$ cat config.mk
export PLATFORM = sky130hd
export DESIGN_NAME = emergency_arbiter
export DESIGN_NICKNAME = d
export VERILOG_FILES = /design/src/rtl/traffic_pkg.sv /design/src/rtl/emergency_arbiter_rise_detect.sv /design/src/rtl/emergency_arbiter.sv
export SDC_FILE = /design/constraint.sdc
export NUM_CORES = 1
export LEC_CHECK = 0
export CORE_UTILIZATION = 51
export CTS_BUF_LIST = sky130_fd_sc_hd__clkbuf_16
export CTS_CLUSTER_DIAMETER = 80
export DETAILED_ROUTE_END_ITERATION = 12
export GPL_TIMING_DRIVEN = 0
export HOLD_SLACK_MARGIN = 0.1
export PLACE_DENSITY = 0.77
export SYNTH_ARGS = -nofsm -noshare
export SYNTH_HDL_FRONTEND = slang
export SYNTH_HIERARCHICAL = 1
export SYNTH_SLANG_ARGS = --single-unit
$ cat constraint.sdc
create_clock -name clk -period 3.9 [get_ports clk]
set_input_delay 0.39 -clock clk [delete_from_list [all_inputs] [get_ports clk]]
set_output_delay 0.39 -clock clk [all_outputs]
set_load 0.02 [all_outputs]
$ cat src/rtl/traffic_pkg.sv
// Shared definitions for the intersection design: light encodings, side
// identifiers and the emergency arbiter state type.
package traffic_pkg;

    // Light encodings used by traffic_controller
    localparam logic [1:0] RED    = 2'b00;
    localparam logic [1:0] GREEN  = 2'b01;
    localparam logic [1:0] YELLOW = 2'b10;

    // Side identifiers; also the bit index of each side in two-bit vectors
    localparam logic LEFT  = 1'b0;
    localparam logic RIGHT = 1'b1;

    // Emergency arbiter states
    typedef enum logic [1:0] {
        IDLE  = 2'b00,
        GRANT = 2'b01,
        HOLD  = 2'b10
    } arb_state_t;

endpackage

$ cat src/rtl/emergency_arbiter_rise_detect.sv
// Rising-edge detector for one request level: a single history register
// plus AND-NOT. Clearing the history in reset means a request held high
// through reset is reported once at the first post-reset edge.
module rise_detect (
    input  logic clk,
    input  logic rst,
    input  logic req,
    output logic rise
);

    logic req_q_reg;

    // Remember last cycle's request level
    always_ff @(posedge clk) begin
        if (rst) begin
            req_q_reg <= 1'b0;
        end else begin
            req_q_reg <= req;
        end
    end

    assign rise = req & ~req_q_reg;

endmodule

$ cat src/rtl/emergency_arbiter.sv
// Emergency request arbiter in front of traffic_controller. Latches request
// edges as pending, issues one-cycle grant pulses one side at a time, holds
// off for HOLD_CYCLES after every grant and breaks ties round-robin.
module emergency_arbiter
    import traffic_pkg::*;
#(
    parameter int HOLD_CYCLES = 10,
    parameter int CNT_W       = 8
) (
    input  logic             clk,
    input  logic             rst,
    input  logic             Req_Left,
    input  logic             Req_Right,
    output logic             Emergency_Left,
    output logic             Emergency_Right,
    output logic             Pending_Left,
    output logic             Pending_Right,
    output logic             Busy,
    output logic [CNT_W-1:0] Drop_Count
);

    localparam int HC_W = $clog2(HOLD_CYCLES + 1);
    localparam logic [HC_W-1:0] HOLD_LOAD = HC_W'(HOLD_CYCLES);
    localparam logic [HC_W-1:0] HOLD_LAST = HC_W'(1);

    // Per-side vectors, indexed by LEFT / RIGHT
    logic [1:0] req_vec;
    logic [1:0] rise_vec;

    assign req_vec[LEFT]  = Req_Left;
    assign req_vec[RIGHT] = Req_Right;

    generate
        for (genvar gi = 0; gi < 2; gi++) begin : g_rise
            rise_detect u_rise_detect (
                .clk  (clk),
                .rst  (rst),
                .req  (req_vec[gi]),
                .rise (rise_vec[gi])
            );
        end
    endgenerate

    arb_state_t       state_reg;
    logic [HC_W-1:0]  hold_cnt_reg;
    logic             rr_reg;
    logic [1:0]       pend_reg;
    logic [CNT_W-1:0] drop_cnt_reg;
    logic             em_left_reg;
    logic             em_right_reg;
    logic             busy_reg;

    logic             tie;
    logic             grant_left;
    logic             enter_grant;
    logic [1:0]       clear_vec;
    logic [1:0]       pend_next;
    logic [1:0]       drop_vec;
    logic [1:0]       drop_inc;
    logic [CNT_W:0]   drop_sum;
    logic [CNT_W-1:0] drop_cnt_next;

    // Grant decision: the sole pending side, or on a tie the side the
    // round-robin pointer did not serve last
    always_comb begin
        tie         = pend_reg[LEFT] & pend_reg[RIGHT];
        grant_left  = pend_reg[LEFT] & (~pend_reg[RIGHT] | (rr_reg == RIGHT));
        enter_grant = (|pend_reg) &
                      ((state_reg == IDLE) ||
                       ((state_reg == HOLD) && (hold_cnt_reg == HOLD_LAST)));
        clear_vec   = 2'b00;
        if (enter_grant) begin
            clear_vec[LEFT]  = grant_left;
            clear_vec[RIGHT] = ~grant_left;
        end
    end

    // Pending update and coalesced-request counting; a rise on the clearing
    // edge re-arms the side and is not counted as lost
    always_comb begin
        pend_next = (pend_reg & ~clear_vec) | rise_vec;
        drop_vec  = rise_vec & pend_reg & ~clear_vec;
        drop_inc  = {1'b0, drop_vec[LEFT]} + {1'b0, drop_vec[RIGHT]};
        drop_sum  = {1'b0, drop_cnt_reg} + (CNT_W+1)'(drop_inc);
        if (drop_sum[CNT_W]) begin
            drop_cnt_next = '1;
        end else begin
            drop_cnt_next = drop_sum[CNT_W-1:0];
        end
    end

    // Pending latches and saturating drop counter
    always_ff @(posedge clk) begin
        if (rst) begin
            pend_reg     <= 2'b00;
            drop_cnt_reg <= '0;
        end else begin
            pend_reg     <= pend_next;
            drop_cnt_reg <= drop_cnt_next;
        end
    end

    // Arbiter FSM with hold-off counter and registered grant/busy outputs
    always_ff @(posedge clk) begin
        if (rst) begin
            state_reg    <= IDLE;
            hold_cnt_reg <= '0;
            rr_reg       <= RIGHT;
            em_left_reg  <= 1'b0;
            em_right_reg <= 1'b0;
            busy_reg     <= 1'b0;
        end else begin
            em_left_reg  <= 1'b0;
            em_right_reg <= 1'b0;
            if (enter_grant) begin
                state_reg    <= GRANT;
                busy_reg     <= 1'b1;
                hold_cnt_reg <= HOLD_LOAD;
                em_left_reg  <= grant_left;
                em_right_reg <= ~grant_left;
                if (tie) begin
                    rr_reg <= grant_left ? LEFT : RIGHT;
                end
            end else begin
                case (state_reg)
                    IDLE: begin
                        busy_reg <= 1'b0;
                    end
                    GRANT: begin
                        state_reg <= HOLD;
                    end
                    HOLD: begin
                        if (hold_cnt_reg == HOLD_LAST) begin
                            state_reg <= IDLE;
                            busy_reg  <= 1'b0;
                        end else begin
                            hold_cnt_reg <= hold_cnt_reg - HC_W'(1);
                        end
                    end
                    default: begin
                        state_reg <= IDLE;
                        busy_reg  <= 1'b0;
                    end
                endcase
            end
        end
    end

    assign Emergency_Left  = em_left_reg;
    assign Emergency_Right = em_right_reg;
    assign Pending_Left    = pend_reg[LEFT];
    assign Pending_Right   = pend_reg[RIGHT];
    assign Busy            = busy_reg;
    assign Drop_Count      = drop_cnt_reg;

endmodule
=== Word-level counts from Yosys, hierarchy flattened ===
Cells that the tools add are included.

* Flip-flop bits (word level): 22
* Bits in latches: 0
* Bits in writable memories: 0
* Memory bits (read-only): 0
* Output and inout port bits: 13
* Word-level logic and storage cells: 66
* Memories: 0

* Add/sub/neg operators: 3
* $mul: 0
* Div/mod/pow operators: 0
* Order comparisons: 0
* Equality and inequality tests: 8
* Shift-type cells: 0
* Mux-type cells: 12
* Bitwise gates (word level): 18
* Reduce and logical (&&, ||, !) cells: 13

{| class="wikitable"
|+ Operators by type and width
! cell !! count
|-
| 4-bit 2-to-1 mux || 3
|-
| 2-bit AND reduction || 6
|-
| 8-bit by 2-bit adder with 9-bit output || 1
|-
| 8-bit 2-to-1 mux || 1
|-
| 1-bit NOT || 7
|-
| 2-bit bitwise AND || 3
|-
| 2-bit inequality test (second input constant) || 3
|-
| 2-bit one-hot mux with 3 select lines || 1
|-
| 2-bit OR reduction || 3
|-
| 1-bit bitwise AND || 5
|-
| 4-bit by 1-bit == test with 1-bit output (second input constant) || 1
|-
| 1-bit 2-to-1 mux || 4
|-
| 2-bit 2-to-1 mux || 2
|-
| 4-bit by 1-bit subtractor with 4-bit output (second input constant) || 1
|-
| 3-bit by 2-bit inequality test with 1-bit output (second input constant) || 1
|-
| 1-bit by 1-bit adder with 2-bit output || 1
|-
| 2-bit by 1-bit == test with 1-bit output (second input constant) || 1
|-
| 2-bit == test (second input constant) || 1
|-
| 2-bit zero test || 1
|-
| 2-bit by 1-bit inequality test with 1-bit output (second input constant) || 1
|-
| 2-bit NOT || 1
|-
| 2-bit OR || 1
|-
| 1-bit one-hot mux with 2 select lines || 1
|-
| 2-bit nonzero test || 1
|-
| other kinds (3) || 3
|}

=== Logic depth before layout (Yosys ltp) ===
Gate-level depths: netlist of run 1.

* Depth in word-level cells: 10
* Depth in mapped cells: 11

=== By module ===
The synthesis of run 1 kept the hierarchy.

{| class="wikitable"
|+ By module, submodules not included
! module !! times used !! cells an instance !! area each (µm²)
|-
| emergency_arbiter || 1 || 101 || 932.1
|-
| rise_detect || 2 || 3 || 47.5
|}

=== Least setup slack after synthesis of run 1 ===
OpenSTA, ideal clock, no wires.

* Kind: reg2reg
* Start point: register hold_cnt_reg[1]
* End point: register drop_cnt_reg[6] (netlist: Drop_Count[6])
* Library setup time: 0.086 ns
* Arrival time: 2.704 ns
* Setup slack: 1.110 ns
* Stages on the path, launching flop included: 12
* Buffers on the path: 2
* Clock period less this slack: 2.790 ns
* Cell sequence: dfxtp_1 > inv_1 > ha_1 > or3b_1 > buf_6 > a21o_2 > o211a_1 > fa_1 > and4_1 > clkbuf_1 > and4b_1 > a211oi_1

* Word-level cells in the longest chain between the ends: 10

{| class="wikitable"
|+ RTL lines
! item !! RTL line !! RTL
|-
| start, declared || emergency_arbiter.sv:45 || <nowiki>logic [HC_W-1:0] hold_cnt_reg;</nowiki>
|-
| start signal, assigned || emergency_arbiter.sv:137 || <nowiki>hold_cnt_reg <= hold_cnt_reg - HC_W'(1);</nowiki>
|-
| 4-bit by 1-bit == test with 1-bit output || emergency_arbiter.sv:70 || <nowiki>((state_reg == HOLD) && (hold_cnt_reg == HOLD_LAST)));</nowiki>
|-
| 1-bit logical AND || emergency_arbiter.sv:70 ||
|-
| 1-bit logical OR || emergency_arbiter.sv:69 || <nowiki>((state_reg == IDLE) ||</nowiki>
|-
| 1-bit bitwise AND || emergency_arbiter.sv:68 || <nowiki>enter_grant = (|pend_reg) &</nowiki>
|-
| 2-bit 2-to-1 mux || emergency_arbiter.sv:72 || <nowiki>if (enter_grant) begin</nowiki>
|-
| 2-bit NOT || emergency_arbiter.sv:82 || <nowiki>drop_vec = rise_vec & pend_reg & ~clear_vec;</nowiki>
|-
| 2-bit bitwise AND || emergency_arbiter.sv:82 ||
|-
| 1-bit by 1-bit adder with 2-bit output || emergency_arbiter.sv:83 || <nowiki>drop_inc = {1'b0, drop_vec[LEFT]} + {1'b0, drop_vec[RIGHT]};</nowiki>
|-
| 8-bit by 2-bit adder with 9-bit output || emergency_arbiter.sv:84 || <nowiki>drop_sum = {1'b0, drop_cnt_reg} + (CNT_W+1)'(drop_inc);</nowiki>
|-
| 8-bit 2-to-1 mux || emergency_arbiter.sv:85 || <nowiki>if (drop_sum[CNT_W]) begin</nowiki>
|-
| end signal, assigned || emergency_arbiter.sv:99 || <nowiki>drop_cnt_reg <= drop_cnt_next;</nowiki>
|-
| end, declared || emergency_arbiter.sv:48 || <nowiki>logic [CNT_W-1:0] drop_cnt_reg;</nowiki>
|}

Every way passes these cells.
A chain may end at the register's enable or synchronous reset.

=== Final worst setup path of run 1 ===
* Start point: register hold_cnt_reg[0]
* End point: register drop_cnt_reg[6] (netlist: Drop_Count[6])

The elaborated chain is that of the path after synthesis.

==> run metrics, run 1 <==
final hold violations 0; crit share post-route ~77%; clk_lat worst skew between 0.2 and 0.3 ns; yosys warns 6; WL/cell between 10 and 15 um; hpwl dp 1390 um; Hold Path Class flip-flop to flip-flop; row cnt 15; Largest register FFs 8; Max-slew headroom between 60 and 70%; CORE AREA ~0.0018 mm2; commonest non-fill, non-tap cells in the layout dfxtp_1 (22), clkdlybuf4s50_1 (16), a21oi_1 (10); number of buffers created by CTS 3; synthesized net count around 110; Tmin final between 3 and 4 ns; placed cells ~150; GR Overflow Total 0; Antenna Nets Post-Route 0; sequential fraction of the synthesis area 42.9%; Die Y-Extent roughly 47 um; critical path class flip-flop to flip-flop; Startpoint Class flip-flop; Ports 17; chip width between 40 and 50 um; H-tree Lvls 1; multi-input logic area about 540 um2; RSZ-0062 raised after global routing false; Pins Over Slew Limit 0; die footprint 0.00220 mm2; CTS clk-pin slew, worst paths roughly 0.05 ns; pre-CTS setup slack around 0.88 ns; pin count of the biggest net entering global routing 12; CP arrival 3.18 ns; PwrDens between 400 and 500 mW/mm2; synthesis-to-finish area growth 25.9%; Finished Layout Cells ~150; final WL between 1500 and 2000 um; Synth area leaders dfxtp_1 (43%), nor2b_4 (5.4%), a21oi_1 (4.9%); reg2reg end Drop_Count[6]; TritonCTS clock tree built; crit path capture Drop_Count[6]; post-synthesis cell count between 100 and 150; R2R setup slack 0.89 ns; leakage around 0.52 nW; utilization after layout between 70 and 80%; register area approximately 440 um2; CTS sink count 22; Synth area leader dfxtp_1; Setup TNS Final 0 ns; worst r2r src hold_cnt_reg[0]; fraction of layout cells with a size suffix above 1 between 7 and 8%; Final nets ~140; synthesis-stage register bit count 22; first drt pass iteration count 4; worst setup margin roughly 0.9 ns; Via Count 856; IO Port Bufs 16; DR iter-0 viols 25; crit-path max FO 9; Residual DRC 0; drt via density between 5 and 6; FILL cells 156; max_cap viols 0; PostCTS Resize Cnt 0; most common cell after layout, fill and taps aside dfxtp_1; WP data required 4.07 ns; Final Skew 0.00101 ns; Yosys top cell area share 42.9%; vias in the first global route approximately 720; FF-to-FF path depth 10; first-pass GRT wire length 3040 um; status complete, no violations; worst vdd ir ~0.32 mV; Worst Max-Slew Pin Slew roughly 0.46 ns; Crit. End Element flip-flop; total track usage 19.3%; ant diodes 0; clock buffer depth 2; Mapped Area about 0.0010 mm2; hold buffers post-CTS 0; Synth cell types 35; CTS root buf clkbuf_16; initial antenna violation count 0; Initial Util 57.0%; routability cong. between 0.7 and 0.8; Mapped Avg Cell Area 9.60 um2; highest clock rate about 330 MHz; Post-CTS Setup Inserts 0; hold slack 0.495 ns; critical path startpoint hold_cnt_reg[0]; final setup vio count 0
## routing by layer
layer,GRT usage [%],routed length (um)
met3,3.46,69
met2,32.8,977
met5,0,0
met1,25.3,919
met4,5.14,13
## per-stage QoR
step | cell area (um2) | power, W
2_1_floorplan | 1030 | 0.000301
3_3_place_gp | 1220 | 0.000322
3_5_place_dp | 1220 | 0.000325
4_1_cts | 1290 | 0.000535
5_1_grt | 1290 | 0.000550
6_report | 1290 | 0.000531
## layout make-up
| cell class | count | share of cell area [%] |
|---|---|---|
| Inverter | 6 | 1.74 |
| Multi-Input combinational cell | 74 | 41.6 |
| Timing Repair Buffer | 16 | 12.4 |
| Sequential cell | 22 | 34.0 |
| Tap cell | 25 | 2.42 |
| Clock buffer | 3 | 5.80 |
| Buffer | 5 | 2.03 |
## logic make-up after synthesis
family	share of synthesized area, %
AO/OA/AOI/OAI	22.0
XOR/XNOR	1.71
AND/OR/NAND/NOR	23.3
flip-flops	42.9
buffers and inverters	4.75
multiplexers	0.974
adder cells (fa/ha/maj)	4.38
## worst min-delay path by stage
| stage | slack [ns] | cells past startpoint | from | end |
|---|---|---|---|---|
| floorplan | 0.45 | 1 | rst | g_rise[0].u_rise_detect/req_q_reg |
| global placement | 0.48 | 2 | Busy | Busy |
| detailed placement | 0.48 | 2 | Busy | Busy |
| CTS | 0.50 | 2 | Busy | Busy |
| global route | 0.50 | 2 | Busy | Busy |
| finish | 0.50 | 2 | Busy | Busy |
## cells in the mapped netlist
| cell type | instances |
|---|---|
| o21a_1 | 1 |
| xnor2_1 | 1 |
| nor2b_4 | 4 |
| a21oi_1 | 10 |
| mux2i_1 | 1 |
| a41oi_1 | 1 |
| nor2_1 | 8 |
| nand3_1 | 4 |
| inv_1 | 6 |
| a211o_1 | 1 |
| a21o_2 | 1 |
| or4b_1 | 1 |
| ha_1 | 2 |
| o32ai_1 | 1 |
| dfxtp_1 | 22 |
| a31oi_1 | 1 |
| a21boi_0 | 1 |
| buf_6 | 1 |
| o31a_1 | 1 |
| o211a_1 | 4 |
| or3b_1 | 1 |
| and2b_2 | 1 |
| xor2_1 | 1 |
| nor3_1 | 2 |
| nor4b_1 | 1 |
| fa_1 | 1 |
| nor2b_1 | 4 |
| a21o_1 | 1 |
| a311oi_1 | 3 |
| clkbuf_1 | 4 |
| nor4_1 | 2 |
| a211oi_1 | 5 |
| and4_1 | 2 |
| nand2_1 | 6 |
| and4b_1 | 1 |
## report_power, final
part / switching [W] / total [W] / leakage (nW) / internal (W)
combinational: 0.0000376 / 0.0000721 / 0.306 / 0.0000346
sequential: 0.0000116 / 0.000249 / 0.179 / 0.000237
clock: 0.0000747 / 0.000210 / 0.0370 / 0.000135
total: 0.000124 / 0.000531 / 0.522 / 0.000407
## critical path, cell delays in order (launching register included)
cell      delay, ns
dfxtp_1        0.40
ha_1           0.22
or3b_1         0.37
buf_6          0.14
a21o_2         0.24
o211a_1        0.23
fa_1           0.46
and4_1         0.22
clkbuf_1       0.18
and4b_1        0.24
a211oi_1       0.21
No activity file was read; power rests on OpenSTA's default activity.
==> run 2, diff against run 1 <==
- clock period: 3.9 -> 3.1 ns (I/O delays scaled with it)
==> run metrics, run 2 (synthesis results as in run 1) <==
utilization after layout 71.7% (-0.14 points); Cell Area, Placed 0.00122 mm2 (unchanged); Max-slew headroom 69.6% (+0.25 points); Final nets 134 (-0.74%); Hold Path Class flip-flop to flip-flop; Initial Util 57.0% (unchanged); clock buffer depth 2 (unchanged); Setup TNS Final 0 ns (unchanged); multi-input logic area 538 um2 (unchanged); final setup vio count 0 (unchanged); PwrDens 516 mW/mm2 (+26%); first-pass GRT wire length 3040 um (unchanged); Psw 0.000155 W (+25%); crit-path max FO 9 (unchanged); hpwl dp 1390 um (unchanged); FILL cells 155 (-0.64%); CP arrival 3.06 ns (-0.12 ns); IO Port Bufs 16 (unchanged); Largest register FFs 8 (unchanged); Post-CTS Setup Inserts 0 (unchanged); Finished Layout Cells 150 (-0.66%); Final Skew 0.00198 ns (+0.000965 ns); Crit. End Element flip-flop; DR iter-0 viols 26 (+4.0%); P_int 0.000512 W (+26%); Residual DRC 0 (unchanged); switching share of total power 23.2% (-0.13 points); leakage 0.521 nW (-0.14%); Sequential Power Share 47.0% (about the same); Ports 17 (unchanged); combinational fraction of design power 13.6% (about the same); worst setup margin 0.205 ns (-0.685 ns); initial antenna violation count 0 (unchanged); Via Count 842 (-1.6%); Pins Over Slew Limit 0 (unchanged); hold buffers post-CTS 0 (unchanged); fraction of layout cells with a size suffix above 1 8.80% (+0.86 points); register area 442 um2 (+0.28%); Clock power frac 39.4% (-0.2 points); TritonCTS clock tree built; Worst Max-Slew Pin Slew 0.456 ns (-0.00378 ns); Tmin final 2.90 ns (-0.115 ns); pre-CTS setup slack 0.0805 ns (-0.800 ns); GR Overflow Total 0 (unchanged); PostCTS Resize Cnt 0 (unchanged); drt via density 5.61 (-0.98%); Die Y-Extent 46.9 um (unchanged); Final Instance Area 0.00129 mm2 (-0.19%); commonest non-fill, non-tap cells in the layout dfxtp_1 (21), clkdlybuf4s50_1 (16), a21oi_1 (10); die footprint 0.00220 mm2 (unchanged); CTS sink count 22 (unchanged); WL/cell 13.1 um (about the same); Antenna Nets Post-Route 0 (unchanged); critical path class flip-flop to flip-flop; CTS root buf clkbuf_16; CORE AREA 0.00180 mm2 (unchanged); chip width 46.9 um (unchanged); highest clock rate 345 MHz (+4.0%); synthesis-to-finish area growth 25.7%; total track usage 19.3% (unchanged); pin count of the biggest net entering global routing 12 (unchanged); CTS clk-pin slew, worst paths 0.06 ns (about the same); max_cap viols 0 (unchanged); status complete, no violations; vias in the first global route 723 (unchanged); most common cell after layout, fill and taps aside dfxtp_1; placed cells 148 (unchanged); RSZ-0062 raised after global routing false; Startpoint Class flip-flop; crit share post-route 93.4% (+16 points); first drt pass iteration count 4 (unchanged); H-tree Lvls 1 (unchanged); worst vdd ir 0.407 mV (+26%); ant diodes 0 (unchanged); WP data required 3.27 ns (-0.80 ns); number of buffers created by CTS 3 (unchanged); clk_lat worst skew 0.25 ns (about the same); final WL 1970 um (-0.71%); final hold violations 0 (unchanged); row cnt 15 (unchanged); routability cong. 0.753 (unchanged)
-- run 2: through the flow --
stage / power, W / hold slack [ns]
after floorplan: 0.000379 / 0.374
after global placement: 0.000405 / 0.478
after detailed placement: 0.000409 / 0.478
after CTS: 0.000673 / 0.499
after global routing: 0.000693 / 0.503
final: 0.000667 / 0.489
-- run 2: path summary, 6_finish.rpt --
path	startpoint	end	slack (ns)	cells after the start
worst min register to register	hold_cnt_reg[0]	hold_cnt_reg[0]	0.49	1
worst max-delay path	hold_cnt_reg[1]	Drop_Count[6]	0.20	10
worst min-delay path	hold_cnt_reg[0]	hold_cnt_reg[0]	0.49	1
worst max register to register	hold_cnt_reg[1]	Drop_Count[6]	0.20	10
-- run 2: worst max-delay path: stages, from the launching register on --
cell,delay [ns]
dfxtp_1,0.32
inv_1,0.09
ha_1,0.19
or3b_1,0.37
buf_6,0.14
a21o_2,0.24
o211a_1,0.23
fa_1,0.46
and4_1,0.32
and4b_1,0.23
a211oi_1,0.21
-- run 2: final cells by class --
| type | instances | area share, % |
|---|---|---|
| multi-input cells | 74 | 41.7 |
| flip-flops and latches | 22 | 34.2 |
| inverters | 6 | 1.74 |
| plain buffers | 4 | 1.74 |
| clock buffers | 3 | 5.81 |
| well taps | 25 | 2.42 |
| repair buffers | 16 | 12.4 |
-- run 2: power by group through the flow --
stage          logic (W)  clock network, W  registers, W
6_report       0.0000907          0.000263      0.000313
5_1_grt         0.000101          0.000276      0.000315
4_1_cts        0.0000914          0.000268      0.000313
3_5_place_dp   0.0000897                 0      0.000319
3_3_place_gp   0.0000872                 0      0.000318
2_1_floorplan  0.0000574                 0      0.000322
-- run 2: routing by layer --
layer | GRT usage (%) | wire length [um] | vias to the layer above
met1 | 25.3 | 925 | 393
met2 | 32.8 | 963 | 16
met3 | 3.46 | 62 | 2
met4 | 5.14 | 13 | 0
met5 | 0 | 0 | -
li1 | - | - | 431
